File: config.mk
export PLATFORM = sky130hd
export DESIGN_NAME = uart_tx_mapper
export DESIGN_NICKNAME = d
export VERILOG_FILES = /design/src/rtl/uart_tx_mapper.sv
export SDC_FILE = /design/constraint.sdc
export NUM_CORES = 1
export LEC_CHECK = 0
export BUFFER_PORTS_ARGS = -buffer_cell sky130_fd_sc_hd__clkbuf_2
export CORE_ASPECT_RATIO = 1.1
export CORE_MARGIN = 2
export CORE_UTILIZATION = 60
export CTS_BUF_LIST = sky130_fd_sc_hd__clkbuf_4 sky130_fd_sc_hd__clkbuf_8
export CTS_CLUSTER_SIZE = 8
export DETAILED_ROUTE_END_ITERATION = 8
export GPL_TIMING_DRIVEN = 0
export PLACE_DENSITY = 0.82
export SLEW_MARGIN = 20
export SYNTH_ARGS = -nofsm -noshare
export SYNTH_HDL_FRONTEND = slang
export SYNTH_SLANG_ARGS = --single-unit
File: constraint.sdc
create_clock -name clk -period 5.8 [get_ports clk]
set_input_delay 0.58 -clock clk [delete_from_list [all_inputs] [get_ports clk]]
set_output_delay 0.58 -clock clk [all_outputs]
set_load 0.005 [all_outputs]
File: src/rtl/uart_tx_mapper.sv
// uart_tx_mapper: CPU-side memory-mapped UART transmitter.
// Bytes written by the CPU are queued in a small circular FIFO.
// They are then sent 8N1, LSB first, on a registered serial line.
module uart_tx_mapper #(
   parameter int CLKS_PER_BIT = 434,
   parameter int DEPTH        = 4
) (
   input  logic       clk,
   input  logic       rst_n,
   input  logic       cpu_we,
   input  logic [7:0] cpu_data,
   input  logic       clear_overflow,
   output logic [7:0] status,
   output logic       tx_busy,
   output logic       fifo_full,
   output logic       fifo_empty,
   output logic       uart_tx
);

   localparam int PTR_W  = $clog2(DEPTH);
   localparam int CNT_W  = $clog2(DEPTH + 1);
   localparam int BAUD_W = $clog2(CLKS_PER_BIT);
   localparam logic [BAUD_W-1:0] BAUD_RELOAD = BAUD_W'(CLKS_PER_BIT - 1);
   localparam logic [CNT_W-1:0]  COUNT_FULL  = CNT_W'(DEPTH);
   localparam logic [PTR_W-1:0]  PTR_ONE     = PTR_W'(1);
   localparam logic [CNT_W-1:0]  CNT_ONE     = CNT_W'(1);

   typedef enum logic [1:0] {
      IDLE,
      START,
      DATA,
      STOP
   } state_t;

   state_t            state_q, state_d;
   logic [BAUD_W-1:0] baud_q, baud_d;
   logic [2:0]        bitIdx_q, bitIdx_d;
   logic [7:0]        shift_q, shift_d;
   logic              txLine_q, txLine_d;
   logic [PTR_W-1:0]  rdPtr_q, rdPtr_d;
   logic [PTR_W-1:0]  wrPtr_q, wrPtr_d;
   logic [CNT_W-1:0]  count_q, count_d;
   logic              overflow_q, overflow_d;
   logic [7:0]        mem [DEPTH];

   logic isFull;
   logic pop;
   logic push;
   logic dropped;

   assign isFull  = (count_q == COUNT_FULL);
   // The serializer takes the head whenever it is idle and something is queued.
   // A write into a full FIFO still succeeds if that same cycle frees a slot.
   assign pop     = (state_q == IDLE) && (count_q != '0);
   assign push    = cpu_we && (!isFull || pop);
   assign dropped = cpu_we && isFull && !pop;

   // FIFO bookkeeping: pointer advance, occupancy and the sticky overflow flag.
   always_comb begin
      rdPtr_d    = rdPtr_q;
      wrPtr_d    = wrPtr_q;
      count_d    = count_q;
      overflow_d = overflow_q;
      if (push) begin
         wrPtr_d = wrPtr_q + PTR_ONE;
      end
      if (pop) begin
         rdPtr_d = rdPtr_q + PTR_ONE;
      end
      if (push && !pop) begin
         count_d = count_q + CNT_ONE;
      end else if (pop && !push) begin
         count_d = count_q - CNT_ONE;
      end
      if (dropped) begin
         overflow_d = 1'b1;
      end else if (clear_overflow) begin
         overflow_d = 1'b0;
      end
   end

   // Serializer sequencing.
   // Every state holds for CLKS_PER_BIT cycles, counted down in baud.
   always_comb begin
      state_d  = state_q;
      baud_d   = baud_q;
      bitIdx_d = bitIdx_q;
      shift_d  = shift_q;
      unique case (state_q)
         IDLE: begin
            if (pop) begin
               shift_d = mem[rdPtr_q];
               baud_d  = BAUD_RELOAD;
               state_d = START;
            end
         end
         START: begin
            if (baud_q == '0) begin
               baud_d   = BAUD_RELOAD;
               bitIdx_d = 3'd0;
               state_d  = DATA;
            end else begin
               baud_d = baud_q - 1'b1;
            end
         end
         DATA: begin
            if (baud_q == '0) begin
               baud_d  = BAUD_RELOAD;
               shift_d = shift_q >> 1;
               if (bitIdx_q == 3'd7) begin
                  state_d = STOP;
               end else begin
                  bitIdx_d = bitIdx_q + 3'd1;
               end
            end else begin
               baud_d = baud_q - 1'b1;
            end
         end
         STOP: begin
            if (baud_q == '0) begin
               state_d = IDLE;
            end else begin
               baud_d = baud_q - 1'b1;
            end
         end
         default: begin
            state_d = IDLE;
         end
      endcase
   end

   // The line level is computed from the next state.
   // This lets the flop present the bit in the same cycle the state is entered.
   always_comb begin
      txLine_d = 1'b1;
      unique case (state_d)
         START:   txLine_d = 1'b0;
         DATA:    txLine_d = shift_d[0];
         default: txLine_d = 1'b1;
      endcase
   end

   // Control state registers.
   // Reset forces the line high at once and discards anything queued.
   always_ff @(posedge clk or negedge rst_n) begin
      if (!rst_n) begin
         state_q    <= IDLE;
         baud_q     <= '0;
         bitIdx_q   <= 3'd0;
         shift_q    <= 8'h00;
         txLine_q   <= 1'b1;
         rdPtr_q    <= '0;
         wrPtr_q    <= '0;
         count_q    <= '0;
         overflow_q <= 1'b0;
      end else begin
         state_q    <= state_d;
         baud_q     <= baud_d;
         bitIdx_q   <= bitIdx_d;
         shift_q    <= shift_d;
         txLine_q   <= txLine_d;
         rdPtr_q    <= rdPtr_d;
         wrPtr_q    <= wrPtr_d;
         count_q    <= count_d;
         overflow_q <= overflow_d;
      end
   end

   // FIFO storage needs no reset; the pointers and count say what is valid.
   always_ff @(posedge clk) begin
      if (push) begin
         mem[wrPtr_q] <= cpu_data;
      end
   end

   assign tx_busy    = (state_q != IDLE);
   assign fifo_full  = isFull;
   assign fifo_empty = (count_q == '0);
   assign uart_tx    = txLine_q;
   assign status     = {tx_busy, fifo_full, fifo_empty, overflow_q, 4'(count_q)};

endmodule

==> flow_metrics.env, run 1 <==
export IMPL_area_delta_synth_final_pct=12.7
export IMPL_drtIter0Drc=84
export IMPL_post_drt_wl_per_cell_um=15.5
export IMPL_clkTransAtPathRegs_ns=0.07
export IMPL_cts_repair_resized=0
export IMPL_gr_total_overflow=0
export IMPL_cts_made_buffers=9
export IMPL_postCtsSetupBuffers=0
export IMPL_crit_path_end_kind="flip-flop"
export IMPL_grtUsageTotal_pct=20.9
export IMPL_final_util_pct=69.7
export IMPL_cts_tree="yes"
export IMPL_dp_slack_ns=2.98
export IMPL_start_util_pct=61.8
export IMPL_cts_max_level=3
export IMPL_hold_ws_ns=0.313
export IMPL_dp_cells=313
export IMPL_synth_area_um2=3090
export IMPL_cts_root_buf="clkbuf_8"
export IMPL_arrival_ns=3.07
export IMPL_rrSetupSlack_ns=2.99
export IMPL_p_total_mw=2.00
export IMPL_hold_class="in -> async"
export IMPL_cts_max_path_buffers=2
export IMPL_slew_headroom_pct=42.0
export IMPL_wl_um=5110
export IMPL_clock_latency_ns=0.33
export IMPL_synth_top_area_share_pct=31.1
export IMPL_yosysSeqAreaShare_pct=56.2
export IMPL_nets=292
export IMPL_gp_congestion=0.852
export IMPL_antenna_found_initial=0
export IMPL_required_ns=6.06
export IMPL_grt_max_degree=32
export IMPL_stdcell_count=329
export IMPL_hpwl_um=3700
export IMPL_grt_pass1_vias=1945
export IMPL_io_pins=24
export IMPL_period_share_pct=48.5
export IMPL_synthCells=233
export IMPL_tightest_slew_ns=0.865
export IMPL_status="finished, final reports clean"
export IMPL_die_width_um=72.4
export IMPL_synthArstFlopShare_pct=49.2
export IMPL_ys_types=61
export IMPL_fp_dieH_um=79.3
export IMPL_final_cell_mix="edfxtp_1, dfrtp_1, clkbuf_2, nor2_1"
export IMPL_vias=1886
export IMPL_core_area_um2=5000
export IMPL_powerDensity_nw_per_um2=574
export IMPL_drive_gt1_share_pct=24.7
export IMPL_synthFlopType="edfxtp_1"
export IMPL_synth_seq_cells=63
export IMPL_synth_area_leaders="edfxtp_1, dfrtp_1, mux4_1"
export IMPL_rsz0062_at_grt="no"
export IMPL_setup_violations=0
export IMPL_drcViolationCount=0
export IMPL_vdd_drop_max_uv=320
export IMPL_hold_viol=0
export IMPL_syn_area_per_cell_um2=13.3
export IMPL_synth_edf_count=32
export IMPL_clock_sinks=63
export IMPL_min_period_ns=2.81
export IMPL_port_buffers=22
export IMPL_slew_violations=0
export IMPL_dpl_instance_area_um2=3270
export IMPL_start_kind="flip-flop"
export IMPL_synth_warnings=0
export IMPL_p_leak_nw=1.45
export IMPL_syn_num_nets=259
export IMPL_max_freq_ghz=0.356
export IMPL_row_count=27
export IMPL_ant_nets=0
export IMPL_holdBufCountCts=0
export IMPL_cp_max_fo=8
export IMPL_synth_top_cell_by_area="edfxtp_1"
export IMPL_final_cell_area_um2=3490
export IMPL_fp_dieArea_um2=5740
export IMPL_grt_pass1_wl_um=8850
export IMPL_maxCapViolCount=0
export IMPL_tns_ns=0
export IMPL_path_class="reg -> reg"
export IMPL_finClkSkew_ns=0.00704
export IMPL_final_common_cell="edfxtp_1"
export IMPL_worst_slack_ns=2.99
export IMPL_vias_per_cell=5.73
export IMPL_drt_pre_antenna_iters=4
export IMPL_diodes=0
[worst max-delay path: stages, from the launching register on]
cell,delay [ns]
dfrtp_1,0.47
inv_1,0.11
ha_1,0.28
inv_1,0.21
and2_1,0.20
nor2b_1,0.10
clkbuf_1,0.28
ha_1,0.24
inv_1,0.06
fa_1,0.37
xor2_1,0.15
nor2_1,0.11
xor2_1,0.16
[cell usage after synthesis, types with 3 or more instances]
cell	n
a21oi_1	15
a22o_1	4
a22oi_1	6
a31oi_1	3
and2_1	5
buf_4	5
dfrtp_1	30
edfxtp_1	32
ha_1	13
inv_1	15
mux4_1	7
nand2_1	10
nor2_1	18
nor3_1	3
nor3b_1	3
o21ai_1	6
o22a_1	3
xnor2_1	3
xor2_1	3
[state kept, by name, indices dropped and copies added, names as in the netlist]
name,flops
bitIdx_q,3
wrPtr_q,2
mem,32
overflow_q,1
baud_q,9
shift_q,8
uart_tx,1
rdPtr_q,2
state_q,2
count_q,3
[power by group]
group | internal [mW] | switching, mW
logic | 0.417 | 0.436
clock network | 0.238 | 0.163
registers | 0.629 | 0.119
[layer usage]
metal	wire [um]	global-route usage (%)
met1	2190	24.7
met3	189	6.60
met5	0	0
met4	61	7.78
met2	2670	35.6
[layout make-up]
class / instances / area, um2
multi-input combinational: 143 / 1200
fill: 366 / 1510
timing repair buffer: 22 / 110
buffer: 12 / 93.8
clock buffer: 9 / 124
sequential: 63 / 1740
tap: 58 / 72.6
clock inverter: 7 / 87.6
inverter: 15 / 56.3
[path summary, 6_finish.rpt]
path | start | endpoint | cells after the start
max | state_q[1]$_DFF_PN0_ | count_q[2]$_DFFE_PN0P_ | 12
min | rst_n | bitIdx_q[2]$_DFFE_PN0P_ | 1
max reg2reg | state_q[1]$_DFF_PN0_ | count_q[2]$_DFFE_PN0P_ | 12
min reg2reg | shift_q[0]$_DFF_PN0_ | shift_q[0]$_DFF_PN0_ | 2
max in group asynchronous | rst_n | shift_q[6]$_DFFE_PN0P_ | 1
min in group clk | clear_overflow | overflow_q$_DFFE_PN0P_ | 2
[logic make-up after synthesis]
group,after synthesis,share of synthesized area [%]
DFF,63,56.2
and+or+nand+nor,57,11.2
AOI/OAI and AO/OA,55,12.5
buffers and inverters,27,4.86
adders and majority gates,14,5.91
muxes,10,7.53
xor gates and xnor gates,6,1.70
other,1,0.121
Note: power is estimated with default switching activity, not from simulation.
==> inputs of run 2 (changes only) <==
Settings changed: CORE_UTILIZATION 60 to 56, PLACE_DENSITY 0.82 to 0.8.
Clock period 5.8 ns to 2.55 ns, I/O delays scaled along.
==> run 2 against run 1 <==
  * The flow now finishes with violations (hold timing)
  * Fmax increased by 18%
  * Register-to-register slack got worse by 2.8 ns
  * Total power increased by 130%
  * Flip-flop and latch count unchanged
  * First-iteration DRC count increased by 39%
  * Final cell count increased by 5.5%
  * Combinational power increased by 130%
  * Worst hold slack got worse by 0.33 ns
  * Critical path type unchanged
  * Largest cell class unchanged
==> flow_metrics.env, run 2 (synthesized netlist as in run 1, its figures left out) <==
export IMPL_grt_max_degree=32
export IMPL_start_util_pct=57.7
export IMPL_required_ns=2.81
export IMPL_vias=1901
export IMPL_dp_cells=330
export IMPL_path_class="reg -> reg"
export IMPL_cts_tree="yes"
export IMPL_final_common_cell="edfxtp_1"
export IMPL_p_total_mw=4.63
export IMPL_cts_max_path_buffers=2
export IMPL_period_share_pct=93.3
export IMPL_seq_power_share_pct=36.7
export IMPL_crit_path_end_kind="flip-flop"
export IMPL_core_area_um2=5360
export IMPL_slew_headroom_pct=48.8
export IMPL_area_delta_synth_final_pct=14.6
export IMPL_port_buffers=22
export IMPL_start_kind="flip-flop"
export IMPL_wl_um=5110
export IMPL_vdd_drop_max_uv=972
export IMPL_gr_total_overflow=0
export IMPL_setup_violations=0
export IMPL_holdBufCountCts=0
export IMPL_max_freq_ghz=0.420
export IMPL_p_sw_mw=1.66
export IMPL_comb_power_share_pct=43.1
export IMPL_cts_max_level=3
export IMPL_clock_latency_ns=0.33
export IMPL_hold_class="in -> async"
export IMPL_grt_pass1_vias=1923
export IMPL_nets=293
export IMPL_cts_made_buffers=9
export IMPL_min_period_ns=2.38
export IMPL_grtUsageTotal_pct=19.5
export IMPL_io_pins=24
export IMPL_ant_nets=0
export IMPL_powerDensity_nw_per_um2=1310
export IMPL_final_cell_mix="edfxtp_1, dfrtp_1, clkbuf_2, nor2_1, a21oi_1"
export IMPL_arrival_ns=2.64
export IMPL_drcViolationCount=0
export IMPL_fp_dieArea_um2=6130
export IMPL_cp_max_fo=8
export IMPL_worst_slack_ns=0.171
export IMPL_antenna_found_initial=0
export IMPL_row_count=28
export IMPL_cts_root_buf="clkbuf_8"
export IMPL_fp_dieH_um=81.9
export IMPL_finClkSkew_ns=0.00583
export IMPL_slew_violations=0
export IMPL_top_regs="mem (32), baud_q (9), shift_q (8)"
export IMPL_drtIter0Drc=117
export IMPL_drive_gt1_share_pct=28.3
export IMPL_vias_per_cell=5.48
export IMPL_diodes=0
export IMPL_largest_register="mem"
export IMPL_clock_sinks=63
export IMPL_drt_pre_antenna_iters=4
export IMPL_rsz0062_at_grt="no"
export IMPL_stdcell_count=347
export IMPL_p_leak_nw=1.46
export IMPL_hold_ws_ns=-0.0179
export IMPL_dp_slack_ns=-0.298
export IMPL_tightest_slew_ns=0.764
export IMPL_grt_pass1_wl_um=8760
export IMPL_power_frac_clock_pct=20.3
export IMPL_gp_congestion=0.853
export IMPL_p_int_mw=2.97
export IMPL_die_width_um=74.8
export IMPL_largest_reg_flops=32
export IMPL_hold_viol=29
export IMPL_maxCapViolCount=0
export IMPL_hpwl_um=3580
export IMPL_p_sw_share_pct=35.8
export IMPL_clkTransAtPathRegs_ns=0.07
export IMPL_failed_checks="hold timing"
export IMPL_status="complete, but fails checks"
export IMPL_post_drt_wl_per_cell_um=14.7
## run 2: routing by layer
layer | GRT usage (%) | share of wire [%] | wire length [um] | up-vias
met5 | 0 | 0 | 0 | -
met1 | 23.2 | 43 | 2210 | 926
li1 | - | - | - | 933
met4 | 9.64 | 1.5 | 76 | 0
met2 | 33.6 | 52 | 2650 | 34
met3 | 3.56 | 3.4 | 172 | 8
## run 2: through the flow
stage / cell area (um2) / setup TNS [ns] / util, %
after global routing: 3540 / 0 / 66.1
after floorplan: 3090 / 0 / -
final: 3540 / 0 / 66.1
after detailed placement: 3300 / -0.519 / 61.5
after CTS: 3520 / 0 / 65.7
after global placement: 3300 / -0.355 / 61.5
## run 2: final cells by class
class / instances / area, um2
Fill cell: 404 / 1820
Sequential cell: 63 / 1740
Multi-Input combinational cell: 143 / 1220
Clock buffer: 10 / 131
Timing Repair Buffer: 24 / 125
Buffer: 11 / 93.8
Tap cell: 75 / 93.8
Clock inverter: 6 / 85.1
Inverter: 15 / 56.3
## run 2: critical path: stages, from the launching register on
cell	delay [ns]
dfrtp_2	0.44
inv_2	0.09
ha_4	0.18
inv_2	0.10
and2_1	0.17
nor2b_1	0.13
buf_4	0.16
ha_2	0.19
inv_1	0.05
fa_1	0.38
xor2_1	0.15
nor2_1	0.11
xor2_1	0.15
## run 2: power groups by stage
stage	registers, mW	clock network [mW]	logic, mW
6_report	1.70	0.938	1.99
5_1_grt	1.75	1.00	2.24
4_1_cts	1.70	0.959	1.98
3_5_place_dp	1.72	0	1.95
3_3_place_gp	1.69	0	1.89
2_1_floorplan	1.65	0	1.55
## run 2: final timing paths
path,slack (ns),cells past startpoint,end,start
min in group clk,0.12,2,overflow_q$_DFFE_PN0P_,clear_overflow
min reg2reg,0.52,2,shift_q[0]$_DFF_PN0_,shift_q[1]$_DFFE_PN0P_
max reg2reg,0.17,12,count_q[2]$_DFFE_PN0P_,state_q[1]$_DFF_PN0_
max,0.17,12,count_q[2]$_DFFE_PN0P_,state_q[1]$_DFF_PN0_
max in group asynchronous,2.04,1,state_q[1]$_DFF_PN0_,rst_n
min,-0.02,1,baud_q[4]$_DFFE_PN0P_,rst_n
## run 2: repair_timing
action                     in CTS  in global routing
setup endpoints to repair       2                  2
cloned                          0                  0
setup buffers                   0                  2
pin swaps                       0                  1
resized for setup               4                  6
==> inputs of run 3 (changes only) <==
Settings changed: ABC_AREA from default to 1.
==> run 3 against run 2 <==
  * The run now ends clean
  * Sequential share of layout area decreased by 0.68 points
  * Synthesized area increased by 2.0%
  * Die area increased by 1.9%
  * Worst hold slack improved by 0.11 ns
  * Final cell count increased by 27%
  * Non-clock buffer count increased by 4
  * Synthesized cell count increased by 39%
  * Design area increased by 1.3%
  * Register-to-register slack improved by 0.06 ns
  * First-iteration DRC count increased by 22%
  * Critical path type unchanged
==> flow_metrics.env, run 3 <==
export IMPL_min_period_ns=2.32
export IMPL_vdd_drop_max_uv=515
export IMPL_tns_ns=0
export IMPL_wl_um=5930
export IMPL_cp_top_family="adder cells"
export IMPL_crit_path_top_delay_cell="fa_2"
export IMPL_synth_warnings=0
export IMPL_cts_max_level=3
export IMPL_drive_gt1_share_pct=22.1
export IMPL_largest_reg_flops=32
export IMPL_nets=388
export IMPL_synth_area_um2=3150
export IMPL_crit_path_end_kind="flip-flop"
export IMPL_synth_edf_count=32
export IMPL_start_kind="flip-flop"
export IMPL_p_total_mw=2.52
export IMPL_synth_area_leaders="edfxtp_1, dfrtp_1, nand2_1"
export IMPL_yosysSeqAreaShare_pct=55.1
export IMPL_synth_top_cell_by_area="edfxtp_1"
export IMPL_rrSetupSlack_ns=0.23
export IMPL_diodes=0
export IMPL_cts_tree="yes"
export IMPL_synthCells=325
export IMPL_grt_max_degree=32
export IMPL_clock_latency_ns=0.34
export IMPL_powerDensity_nw_per_um2=703
export IMPL_dpl_instance_area_um2=3360
export IMPL_vias=2272
export IMPL_start_util_pct=58.5
export IMPL_gr_total_overflow=0
export IMPL_final_util_pct=66.6
export IMPL_port_buffers=22
export IMPL_synth_seq_cells=63
export IMPL_max_freq_ghz=0.431
export IMPL_grt_pass1_wl_um=9760
export IMPL_largest_register="mem"
export IMPL_vias_per_cell=5.14
export IMPL_cts_root_buf="clkbuf_8"
export IMPL_fp_dieH_um=82.7
export IMPL_slew_headroom_pct=43.1
export IMPL_post_drt_wl_per_cell_um=13.4
export IMPL_critPathMaxStageDelay_ns=0.44
export IMPL_hpwl_um=4170
export IMPL_status="finished, final reports clean"
export IMPL_arrival_ns=2.55
export IMPL_required_ns=2.78
export IMPL_rsz0062_at_grt="no"
export IMPL_io_pins=24
export IMPL_synthFlopType="edfxtp_1"
export IMPL_slew_violations=0
export IMPL_tightest_slew_ns=0.851
export IMPL_synthTopCellsByCount="nand2_1, inv_1, nand3_1, edfxtp_1, dfrtp_1"
export IMPL_hold_class="in -> reg"
export IMPL_drtIter0Drc=143
export IMPL_final_cell_mix="nand2_1, inv_1, nand3_1, edfxtp_1, dfrtp_1"
export IMPL_clkTransAtPathRegs_ns=0.08
export IMPL_top_regs="mem (32), baud_q (9), shift_q (8)"
export IMPL_grt_pass1_vias=2201
export IMPL_row_count=28
export IMPL_final_common_cell="nand2_1"
export IMPL_synthArstFlopShare_pct=49.2
export IMPL_area_delta_synth_final_pct=13.8
export IMPL_cts_max_path_buffers=2
export IMPL_cts_made_buffers=9
export IMPL_crit_path_cell_trace="inv_2 > ha_1 > buf_6 > clkinv_4 > nand2_1 > nand2_2 > inv_2 > ha_1 > inv_1 > fa_2 > mux2_2"
export IMPL_path_class="reg -> reg"
export IMPL_final_cell_area_um2=3590
export IMPL_drt_pre_antenna_iters=4
export IMPL_grtUsageTotal_pct=21.2
export IMPL_core_area_um2=5400
export IMPL_fp_dieArea_um2=6250
export IMPL_die_width_um=75.6
export IMPL_clock_sinks=63
export IMPL_finClkSkew_ns=0.0122
export IMPL_gp_congestion=0.841
export IMPL_syn_num_nets=351
export IMPL_yosysMostFrequentCell="nand2_1"
export IMPL_ys_types=38
export IMPL_antenna_found_initial=0
export IMPL_setup_violations=0
export IMPL_ant_nets=0
export IMPL_critical_path_buf_inv_count=5
export IMPL_drcViolationCount=0
export IMPL_maxCapViolCount=0
export IMPL_p_leak_nw=1.63
export IMPL_hold_viol=0
export IMPL_syn_area_per_cell_um2=9.71
export IMPL_period_share_pct=91.0
export IMPL_synth_top_area_share_pct=30.5
export IMPL_cp_max_fo=9
[run 3: cell types whose count changed in the layout (fill, tap and decap cells not counted), moves of 4 or more]
cell	delta
nand2_1	+51
nand3_1	+34
inv_1	+24
o21ai_0	+14
nor2_1	+10
a21oi_1	-9
mux4_1	-7
and2_1	-5
o21ai_1	-5
a22o_1	-4
inv_6	+4
[run 3: layout make-up]
| type | count | area [um2] |
|---|---|---|
| plain buffers | 13 | 87.6 |
| clock buffers | 9 | 124 |
| clock inverters | 7 | 56.3 |
| fillers | 429 | 1800 |
| inverters | 45 | 181 |
| multi-input cells | 204 | 1170 |
| flip-flops and latches | 63 | 1740 |
| well taps | 75 | 93.8 |
| repair buffers | 26 | 143 |
[run 3: cells by family (layout without fill, tap and decap cells)]
kind of cell,count (synthesis),after routing,share of synthesized area (%)
fa+ha+maj,14,14,5.79
flops,63,63,55.1
xor+xnor,6,6,1.67
buf+inv,58,100,8.17
other cells,1,1,0.119
compound gates,39,39,7.73
mux,1,1,0.357
simple gates,143,143,21.1
[run 3: per-stage QoR]
stage,setup slack (ns),cells,hold slack (ns)
after detailed placement,-0.273,422,0.370
final,0.230,442,0.0913
after global placement,-0.153,422,0.358
after CTS,0.00360,440,0.0737
after floorplan,0.137,325,-0.0406
after global routing,0.0394,442,0.0973
[run 3: timing repair]
action	CTS	global route
resized for setup	3	7
buffers inserted	1	2
gates cloned	0	0
hold buffers	1	0
endpoints found under the hold margin	24	0
endpoints found under the setup margin	10	2
[run 3: worst paths after layout]
kind / from / cells after the start / endpoint
max in group asynchronous: rst_n / 2 / wrPtr_q[1]$_DFFE_PN0P_
hold / removal: clear_overflow / 2 / overflow_q$_DFFE_PN0P_
hold reg to reg: bitIdx_q[2]$_DFFE_PN0P_ / 2 / bitIdx_q[2]$_DFFE_PN0P_
min in group asynchronous: rst_n / 2 / state_q[1]$_DFF_PN0_
setup / recovery: state_q[0]$_DFF_PN0_ / 11 / count_q[1]$_DFFE_PN0P_
setup reg to reg: state_q[0]$_DFF_PN0_ / 11 / count_q[1]$_DFFE_PN0P_
[run 3: metal layers]
layer	vias to the layer above	wire, um	global-route usage (%)
li1	1148	-	-
met1	1060	2590	25.6
met2	57	3040	35.6
met3	7	233	5.58
met4	0	76	9.12
met5	-	0	0
[run 3: power by group]
part           internal [mW]  leakage [nW]  switching (mW)
Sequential              1.23         0.667          0.0736
Combinational          0.174         0.873           0.254
Clock                  0.364        0.0906           0.426
[run 3: worst reg2reg max path: stages, from the launching register on]
cell and delay [ns]:
dfrtp_1 0.41, inv_2 0.07, ha_1 0.20, buf_6 0.15, clkinv_4 0.08, nand2_1 0.07, nand2_2 0.15, inv_2 0.06
ha_1 0.19, inv_1 0.12, fa_2 0.45, mux2_2 0.27
